File: config.mk
export PLATFORM = sky130hd
export DESIGN_NAME = cv32e40p_rf_wb_arbiter
export DESIGN_NICKNAME = d
export VERILOG_FILES = /design/src/rtl/cv32e40p_rf_wb_arbiter.sv
export SDC_FILE = /design/constraint.sdc
export NUM_CORES = 1
export LEC_CHECK = 0
export ABC_AREA = 0
export CAP_MARGIN = 5
export CORE_ASPECT_RATIO = 0.9
export CORE_UTILIZATION = 30
export CTS_CLUSTER_DIAMETER = 50
export DETAILED_ROUTE_END_ITERATION = 8
export SLEW_MARGIN = 20
export SYNTH_ARGS = -nofsm -noshare
export SYNTH_HDL_FRONTEND = slang
export SYNTH_SLANG_ARGS = --single-unit
export TNS_END_PERCENT = 100
File: constraint.sdc
create_clock -name clk -period 3.2 [get_ports clk]
set_input_delay 0.8 -clock clk [delete_from_list [all_inputs] [get_ports clk]]
set_output_delay 0.8 -clock clk [all_outputs]
set_load 0.01 [all_outputs]
File: src/rtl/cv32e40p_rf_wb_arbiter.sv
`default_nettype none
// ============================================================================
// Module      : cv32e40p_rf_wb_arbiter
// Description : Register-file writeback arbiter. The ALU always owns write
//               port A and the LSU always owns write port B. Multi-cycle
//               results (mult/div/FPU) go into a small FIFO and drain into
//               whichever port is idle. A buffered head that is overwritten
//               by a same-cycle direct write is dropped.
//               Optional macro CV32E40P_RF_WB_FWD_EN: when the buffer is empty
//               and a port is free, an accepted multi-cycle result bypasses
//               the FIFO and is written in the cycle it is accepted.
// Revision    : 1.0 - initial release
// ============================================================================
module cv32e40p_rf_wb_arbiter #(
   parameter int ADDR_WIDTH = 6,
   parameter int DATA_WIDTH = 32,
   parameter int FIFO_DEPTH = 2
) (
   input  logic                  clk,
   input  logic                  rst_n,
   input  logic                  alu_valid_i,
   input  logic [ADDR_WIDTH-1:0] alu_addr_i,
   input  logic [DATA_WIDTH-1:0] alu_data_i,
   input  logic                  lsu_valid_i,
   input  logic [ADDR_WIDTH-1:0] lsu_addr_i,
   input  logic [DATA_WIDTH-1:0] lsu_data_i,
   input  logic                  mc_valid_i,
   output logic                  mc_ready_o,
   input  logic [ADDR_WIDTH-1:0] mc_addr_i,
   input  logic [DATA_WIDTH-1:0] mc_data_i,
   output logic [ADDR_WIDTH-1:0] waddr_a_o,
   output logic [DATA_WIDTH-1:0] wdata_a_o,
   output logic                  we_a_o,
   output logic [ADDR_WIDTH-1:0] waddr_b_o,
   output logic [DATA_WIDTH-1:0] wdata_b_o,
   output logic                  we_b_o,
   output logic                  mc_superseded_o,
   output logic                  wb_busy_o
);

   localparam int PTR_W = (FIFO_DEPTH > 1) ? $clog2(FIFO_DEPTH) : 1;
   localparam int CNT_W = PTR_W + 1;
   localparam logic [CNT_W-1:0] DEPTH_C = CNT_W'(FIFO_DEPTH);

   // Buffer storage (data path only, no reset needed)
   logic [ADDR_WIDTH-1:0] fifo_addr_q [FIFO_DEPTH];
   logic [DATA_WIDTH-1:0] fifo_data_q [FIFO_DEPTH];

   logic [PTR_W-1:0]      rptr_q, rptr_d;
   logic [PTR_W-1:0]      wptr_q, wptr_d;
   logic [CNT_W-1:0]      cnt_q, cnt_d;

   logic [ADDR_WIDTH-1:0] waddr_a_q, waddr_a_d;
   logic [DATA_WIDTH-1:0] wdata_a_q, wdata_a_d;
   logic                  we_a_q, we_a_d;
   logic [ADDR_WIDTH-1:0] waddr_b_q, waddr_b_d;
   logic [DATA_WIDTH-1:0] wdata_b_q, wdata_b_d;
   logic                  we_b_q, we_b_d;
   logic                  sup_q, sup_d;

   logic                  head_valid;
   logic [ADDR_WIDTH-1:0] head_addr;
   logic [DATA_WIDTH-1:0] head_data;
   logic                  head_hit;
   logic                  mc_hit;
   logic                  mc_hs;
   logic                  deq;
   logic                  enq;

   // Ready depends only on the registered count; forced low during reset
   assign mc_ready_o = rst_n & (cnt_q < DEPTH_C);
   assign mc_hs      = mc_valid_i & mc_ready_o;

   assign head_valid = (cnt_q != '0);
   assign head_addr  = fifo_addr_q[rptr_q];
   assign head_data  = fifo_data_q[rptr_q];

   // A direct write to the same register is newer than the buffered result
   assign head_hit = (alu_valid_i && (alu_addr_i == head_addr)) ||
                     (lsu_valid_i && (lsu_addr_i == head_addr));
   assign mc_hit   = (alu_valid_i && (alu_addr_i == mc_addr_i)) ||
                     (lsu_valid_i && (lsu_addr_i == mc_addr_i));

   // Port arbitration: direct sources first, then buffer head / bypass
   always_comb begin
      we_a_d    = alu_valid_i && (alu_addr_i != '0);
      waddr_a_d = alu_addr_i;
      wdata_a_d = alu_data_i;
      we_b_d    = lsu_valid_i && (lsu_addr_i != '0);
      waddr_b_d = lsu_addr_i;
      wdata_b_d = lsu_data_i;
      sup_d     = 1'b0;
      deq       = 1'b0;
      enq       = 1'b0;

      // Buffered head never holds address 0 (those are discarded on accept)
      if (head_valid) begin
         if (head_hit) begin
            deq   = 1'b1;
            sup_d = 1'b1;
         end else if (!alu_valid_i) begin
            deq       = 1'b1;
            we_a_d    = 1'b1;
            waddr_a_d = head_addr;
            wdata_a_d = head_data;
         end else if (!lsu_valid_i) begin
            deq       = 1'b1;
            we_b_d    = 1'b1;
            waddr_b_d = head_addr;
            wdata_b_d = head_data;
         end
      end

      if (mc_hs && (mc_addr_i != '0)) begin
`ifdef CV32E40P_RF_WB_FWD_EN
         if (!head_valid && (!alu_valid_i || !lsu_valid_i)) begin
            if (mc_hit) begin
               sup_d = 1'b1;
            end else if (!alu_valid_i) begin
               we_a_d    = 1'b1;
               waddr_a_d = mc_addr_i;
               wdata_a_d = mc_data_i;
            end else begin
               we_b_d    = 1'b1;
               waddr_b_d = mc_addr_i;
               wdata_b_d = mc_data_i;
            end
         end else begin
            enq = 1'b1;
         end
`else
         enq = 1'b1;
`endif
      end

      rptr_d = rptr_q + PTR_W'(deq);
      wptr_d = wptr_q + PTR_W'(enq);
      cnt_d  = cnt_q + CNT_W'(enq) - CNT_W'(deq);
   end

   // Control and output registers with synchronous active-low reset
   always_ff @(posedge clk) begin
      if (!rst_n) begin
         rptr_q    <= '0;
         wptr_q    <= '0;
         cnt_q     <= '0;
         waddr_a_q <= '0;
         wdata_a_q <= '0;
         we_a_q    <= 1'b0;
         waddr_b_q <= '0;
         wdata_b_q <= '0;
         we_b_q    <= 1'b0;
         sup_q     <= 1'b0;
      end else begin
         rptr_q    <= rptr_d;
         wptr_q    <= wptr_d;
         cnt_q     <= cnt_d;
         waddr_a_q <= waddr_a_d;
         wdata_a_q <= wdata_a_d;
         we_a_q    <= we_a_d;
         waddr_b_q <= waddr_b_d;
         wdata_b_q <= wdata_b_d;
         we_b_q    <= we_b_d;
         sup_q     <= sup_d;
      end
   end

   // Buffer write on accepted, non-bypassed, non-zero-address requests
   always_ff @(posedge clk) begin
      if (rst_n && enq) begin
         fifo_addr_q[wptr_q] <= mc_addr_i;
         fifo_data_q[wptr_q] <= mc_data_i;
      end
   end

   assign waddr_a_o       = waddr_a_q;
   assign wdata_a_o       = wdata_a_q;
   assign we_a_o          = we_a_q;
   assign waddr_b_o       = waddr_b_q;
   assign wdata_b_o       = wdata_b_q;
   assign we_b_o          = we_b_q;
   assign mc_superseded_o = sup_q;
   assign wb_busy_o       = (cnt_q != '0);

endmodule
`default_nettype wire

==> flow_results.xml <==
<?xml version="1.0" encoding="UTF-8"?>
<metrics>
  <group name="worst_setup_path">
    <metric name="cpMostUsedCell" unit="">clkdlybuf4s50_1</metric>
    <metric name="worst_ep_arrival_time" unit="ns">2.22</metric>
    <metric name="critical_path.slowest_cell" unit="">clkdlybuf4s50_1</metric>
    <metric name="crit_fanout" unit="">4</metric>
    <metric name="timing.setup.critical_path_class" unit="">in2out</metric>
    <metric name="setup.worst_path.start_class" unit="">input port</metric>
    <metric name="worst-path-buf-inv" unit="">4</metric>
    <metric name="crit_chain" unit="">clkdlybuf4s50_1 &gt; clkinv_2 &gt; nor2_1 &gt; buf_4 &gt; clkdlybuf4s50_1</metric>
    <metric name="cp-end-kind" unit="">output port</metric>
    <metric name="critical_path_required" unit="ns">2.40</metric>
    <metric name="critical_path.max_stage_delay" unit="ns">0.54</metric>
    <metric name="critPathLaunch" unit="">rst_n</metric>
    <metric name="critPathTopFamily" unit="">buffers and inverters</metric>
  </group>
  <group name="sta">
    <metric name="worst_slack" unit="ns">0.183</metric>
    <metric name="final.period_utilization" unit="%">94.3</metric>
    <metric name="maxSlewHeadroom" unit="%">29.1</metric>
    <metric name="final-setup-viol-count" unit="">0</metric>
    <metric name="slew_violations" unit="">0</metric>
    <metric name="clock_skew" unit="ns">0.00904</metric>
    <metric name="layout_min_cycle_time" unit="ns">3.02</metric>
    <metric name="tightest_slew" unit="ns">1.06</metric>
    <metric name="tns" unit="ns">0</metric>
    <metric name="rsz0062_at_grt" unit="">false</metric>
    <metric name="hold_viol_final" unit="">0</metric>
    <metric name="achievable-frequency" unit="GHz">0.331</metric>
  </group>
  <group name="drt">
    <metric name="ant_nets" unit="">0</metric>
    <metric name="routed_wire_length_per_instance" unit="um">15.5</metric>
    <metric name="drt_pass1_iterations" unit="">4</metric>
    <metric name="detailroute.via_count" unit="">4104</metric>
    <metric name="drc" unit="">0</metric>
    <metric name="viasPerCell" unit="">4.51</metric>
    <metric name="routed_wl" unit="mm">14.1</metric>
    <metric name="first_iter_violations" unit="">160</metric>
  </group>
  <group name="power">
    <metric name="vdd_ir_drop_max" unit="mV">0.333</metric>
    <metric name="pwr-share-comb" unit="%">25.9</metric>
    <metric name="share_of_total_power_in_the_clock_network" unit="%">31.8</metric>
    <metric name="p_int" unit="mW">4.33</metric>
    <metric name="pwr_density_cell" unit="nW/um^2">667</metric>
    <metric name="p_seq_share" unit="%">42.3</metric>
    <metric name="p_switching" unit="mW">1.61</metric>
    <metric name="power.share.switching" unit="%">27.1</metric>
    <metric name="cellLeakagePower" unit="nW">3.06</metric>
  </group>
  <group name="synthesis">
    <metric name="ys_ff_latch" unit="">160</metric>
    <metric name="cell_count_after_synthesis" unit="">438</metric>
    <metric name="synthesis.area" unit="um^2">5940</metric>
    <metric name="async_flop_share" unit="%">0</metric>
    <metric name="synth_seq_area_share" unit="%">66.7</metric>
    <metric name="yosys_warnings" unit="">0</metric>
    <metric name="mappedNetlistNets" unit="">559</metric>
    <metric name="synthesis.area_per_instance" unit="um^2">13.6</metric>
    <metric name="synth_edf_count" unit="">76</metric>
    <metric name="yosysUniqueCellTypes" unit="">30</metric>
    <metric name="synth_flop_cell" unit="">dfxtp_1</metric>
  </group>
  <group name="grt">
    <metric name="globalRoute.totalOverflow" unit="">0</metric>
    <metric name="global_route_wire_length_before_repair" unit="mm">20.9</metric>
    <metric name="maximum_number_of_pins_on_one_net_before_global_route_repair" unit="">85</metric>
    <metric name="antenna_found_initial" unit="">0</metric>
    <metric name="grt_pass1_vias" unit="">4054</metric>
    <metric name="global_route.usage.total" unit="%">13.7</metric>
  </group>
  <group name="clock_network">
    <metric name="cts_max_level" unit="">4</metric>
    <metric name="reg_clk_slew_reported_paths" unit="ns">0.06</metric>
    <metric name="clock_sinks" unit="">160</metric>
    <metric name="clock_tree.buffer_depth" unit="">2</metric>
    <metric name="cts_tree" unit="">done</metric>
    <metric name="numCtsBuffers" unit="">17</metric>
    <metric name="root_buffer" unit="">clkbuf_16</metric>
    <metric name="post-cts-setup-buffer-count" unit="">0</metric>
    <metric name="cts_hold_buffers" unit="">0</metric>
    <metric name="number_of_cells_upsized_or_downsized_after_cts" unit="">0</metric>
    <metric name="clk_latency" unit="ns">0.41</metric>
  </group>
  <group name="floorplan">
    <metric name="placementRows" unit="">48</metric>
    <metric name="pin_count" unit="">200</metric>
    <metric name="fp.dieArea" unit="um^2">20400</metric>
    <metric name="die_height" unit="um">136</metric>
    <metric name="die_width" unit="um">150</metric>
    <metric name="initial_utilization" unit="%">30.8</metric>
    <metric name="core-area" unit="um^2">19300</metric>
  </group>
  <group name="place">
    <metric name="port_buffers" unit="">199</metric>
    <metric name="routabilityCongestion" unit="">0.750</metric>
    <metric name="dp_hpwl" unit="mm">9.65</metric>
    <metric name="detailedPlace.worstSlack" unit="ns">-0.0505</metric>
  </group>
  <group name="final_layout">
    <metric name="fillCellCount" unit="">1708</metric>
    <metric name="num-nets-final" unit="">768</metric>
    <metric name="area_growth_syn_to_layout" unit="%">49.7</metric>
    <metric name="drive_gt1_share" unit="%">12.7</metric>
    <metric name="num_antenna_cells" unit="">0</metric>
  </group>
  <group name="status">
    <metric name="status" unit="">completed</metric>
  </group>
  <group name="min_path">
    <metric name="hold_start" unit="">cnt_q[1]$_SDFF_PN0_</metric>
    <metric name="timing.hold.worst.class" unit="">reg2reg</metric>
  </group>
  <group name="run">
    <metric name="maxCapViolCount" unit="">0</metric>
  </group>
</metrics>
## stage by stage
stage	utilization, %	total power, mW	area (um^2)	hold slack (ns)	instances
6_report	46.1	5.93	8890	0.604	910
3_3_place_gp	43.0	4.08	8290	0.548	876
3_5_place_dp	43.0	4.09	8290	0.567	876
2_1_floorplan	-	3.35	5940	0.507	438
5_1_grt	46.1	6.22	8890	0.619	910
4_1_cts	45.9	6.00	8840	0.578	908
## flip-flops by register name, indices dropped and copies added, names as in the netlist, 2 cells and up, named ones only
signal and count:
fifo_addr_q 12, cnt_q 2, wdata_b_o 32, waddr_b_o 6, waddr_a_o 6, wdata_a_o 32, fifo_data_q 64
## worst min-delay path, stage by stage, from the launching register on
cell	delay, ns
dfxtp_1	0.35
xnor2_1	0.14
nor2_1	0.08
## power groups by stage
stage | Clock [mW] | Combinational, mW | Sequential (mW)
after global placement | 0 | 1.53 | 2.55
after floorplan | 0 | 0.733 | 2.62
final | 1.88 | 1.54 | 2.51
after detailed placement | 0 | 1.54 | 2.56
after CTS | 1.94 | 1.54 | 2.52
after global routing | 2.02 | 1.66 | 2.53
## cell usage after synthesis (all sizes together) (2+ instances only)
library cell,count,area share (%)
nor3,2,0.34
edfxtp,76,38
inv,5,0.32
a311o,2,0.34
nand2,3,0.19
a21oi,3,0.25
nor4,5,0.63
xor2,4,0.59
buf,13,1.6
a31oi,2,0.21
clkbuf,16,1.0
xnor2,11,1.6
ha,2,0.42
nor2,87,5.5
mux2i,38,6.7
dfxtp,84,28
a211oi,78,12
## final timing paths
check        cells after the start                  end  slack (ns)
max                              5           mc_ready_o        0.18
min                              2  cnt_q[1]$_SDFF_PN0_        0.60
max reg2reg                     11  cnt_q[1]$_SDFF_PN0_        0.22
min reg2reg                      2  cnt_q[1]$_SDFF_PN0_        0.60
## layer usage
| layer | track usage [%] | wire length (um) | up-vias |
|---|---|---|---|
| met5 | 0 | 0 | - |
| met3 | 4.75 | 1080 | 14 |
| li1 | - | - | 2041 |
| met4 | 4.88 | 140 | 0 |
| met1 | 17.0 | 6220 | 1896 |
| met2 | 22.1 | 6620 | 153 |
## cell families after synthesis
group	count (synthesis)	share of synthesized area [%]
and+or+nand+nor	101	7.14
DFF	160	66.7
muxes	38	6.68
adders and majority gates	2	0.421
buffers and inverters	34	2.89
xor gates and xnor gates	15	2.21
AOI/OAI and AO/OA	88	13.9
## layout make-up
type | instances | area [um^2] | share of cell area (%)
sequential | 160 | 3970 | 44.6
timing repair buffer | 219 | 2220 | 25.0
multi-input combinational | 244 | 1830 | 20.6
clock buffer | 25 | 487 | 5.47
tap | 250 | 313 | 3.52
clock inverter | 7 | 62.6 | 0.703
inverter | 5 | 20.0 | 0.225
## layout by cell type (no fill, tap or decap), types with 3 or more instances in the layout
master / Yosys / layout
clkdlybuf4s50_1: 0 / 199
nor2_1: 87 / 85
dfxtp_1: 84 / 83
edfxtp_1: 76 / 76
a211oi_1: 48 / 48
mux2i_1: 36 / 36
a211oi_2: 30 / 29
clkbuf_16: 0 / 18
buf_4: 1 / 15
xnor2_1: 11 / 11
clkbuf_1: 16 / 6
inv_1: 5 / 4
xor2_1: 4 / 4
nor4_1: 4 / 4
a21oi_1: 3 / 3
nand2_1: 3 / 3
clkinv_2: 0 / 3
buf_12: 0 / 3
(Power assumes the default switching activity.)
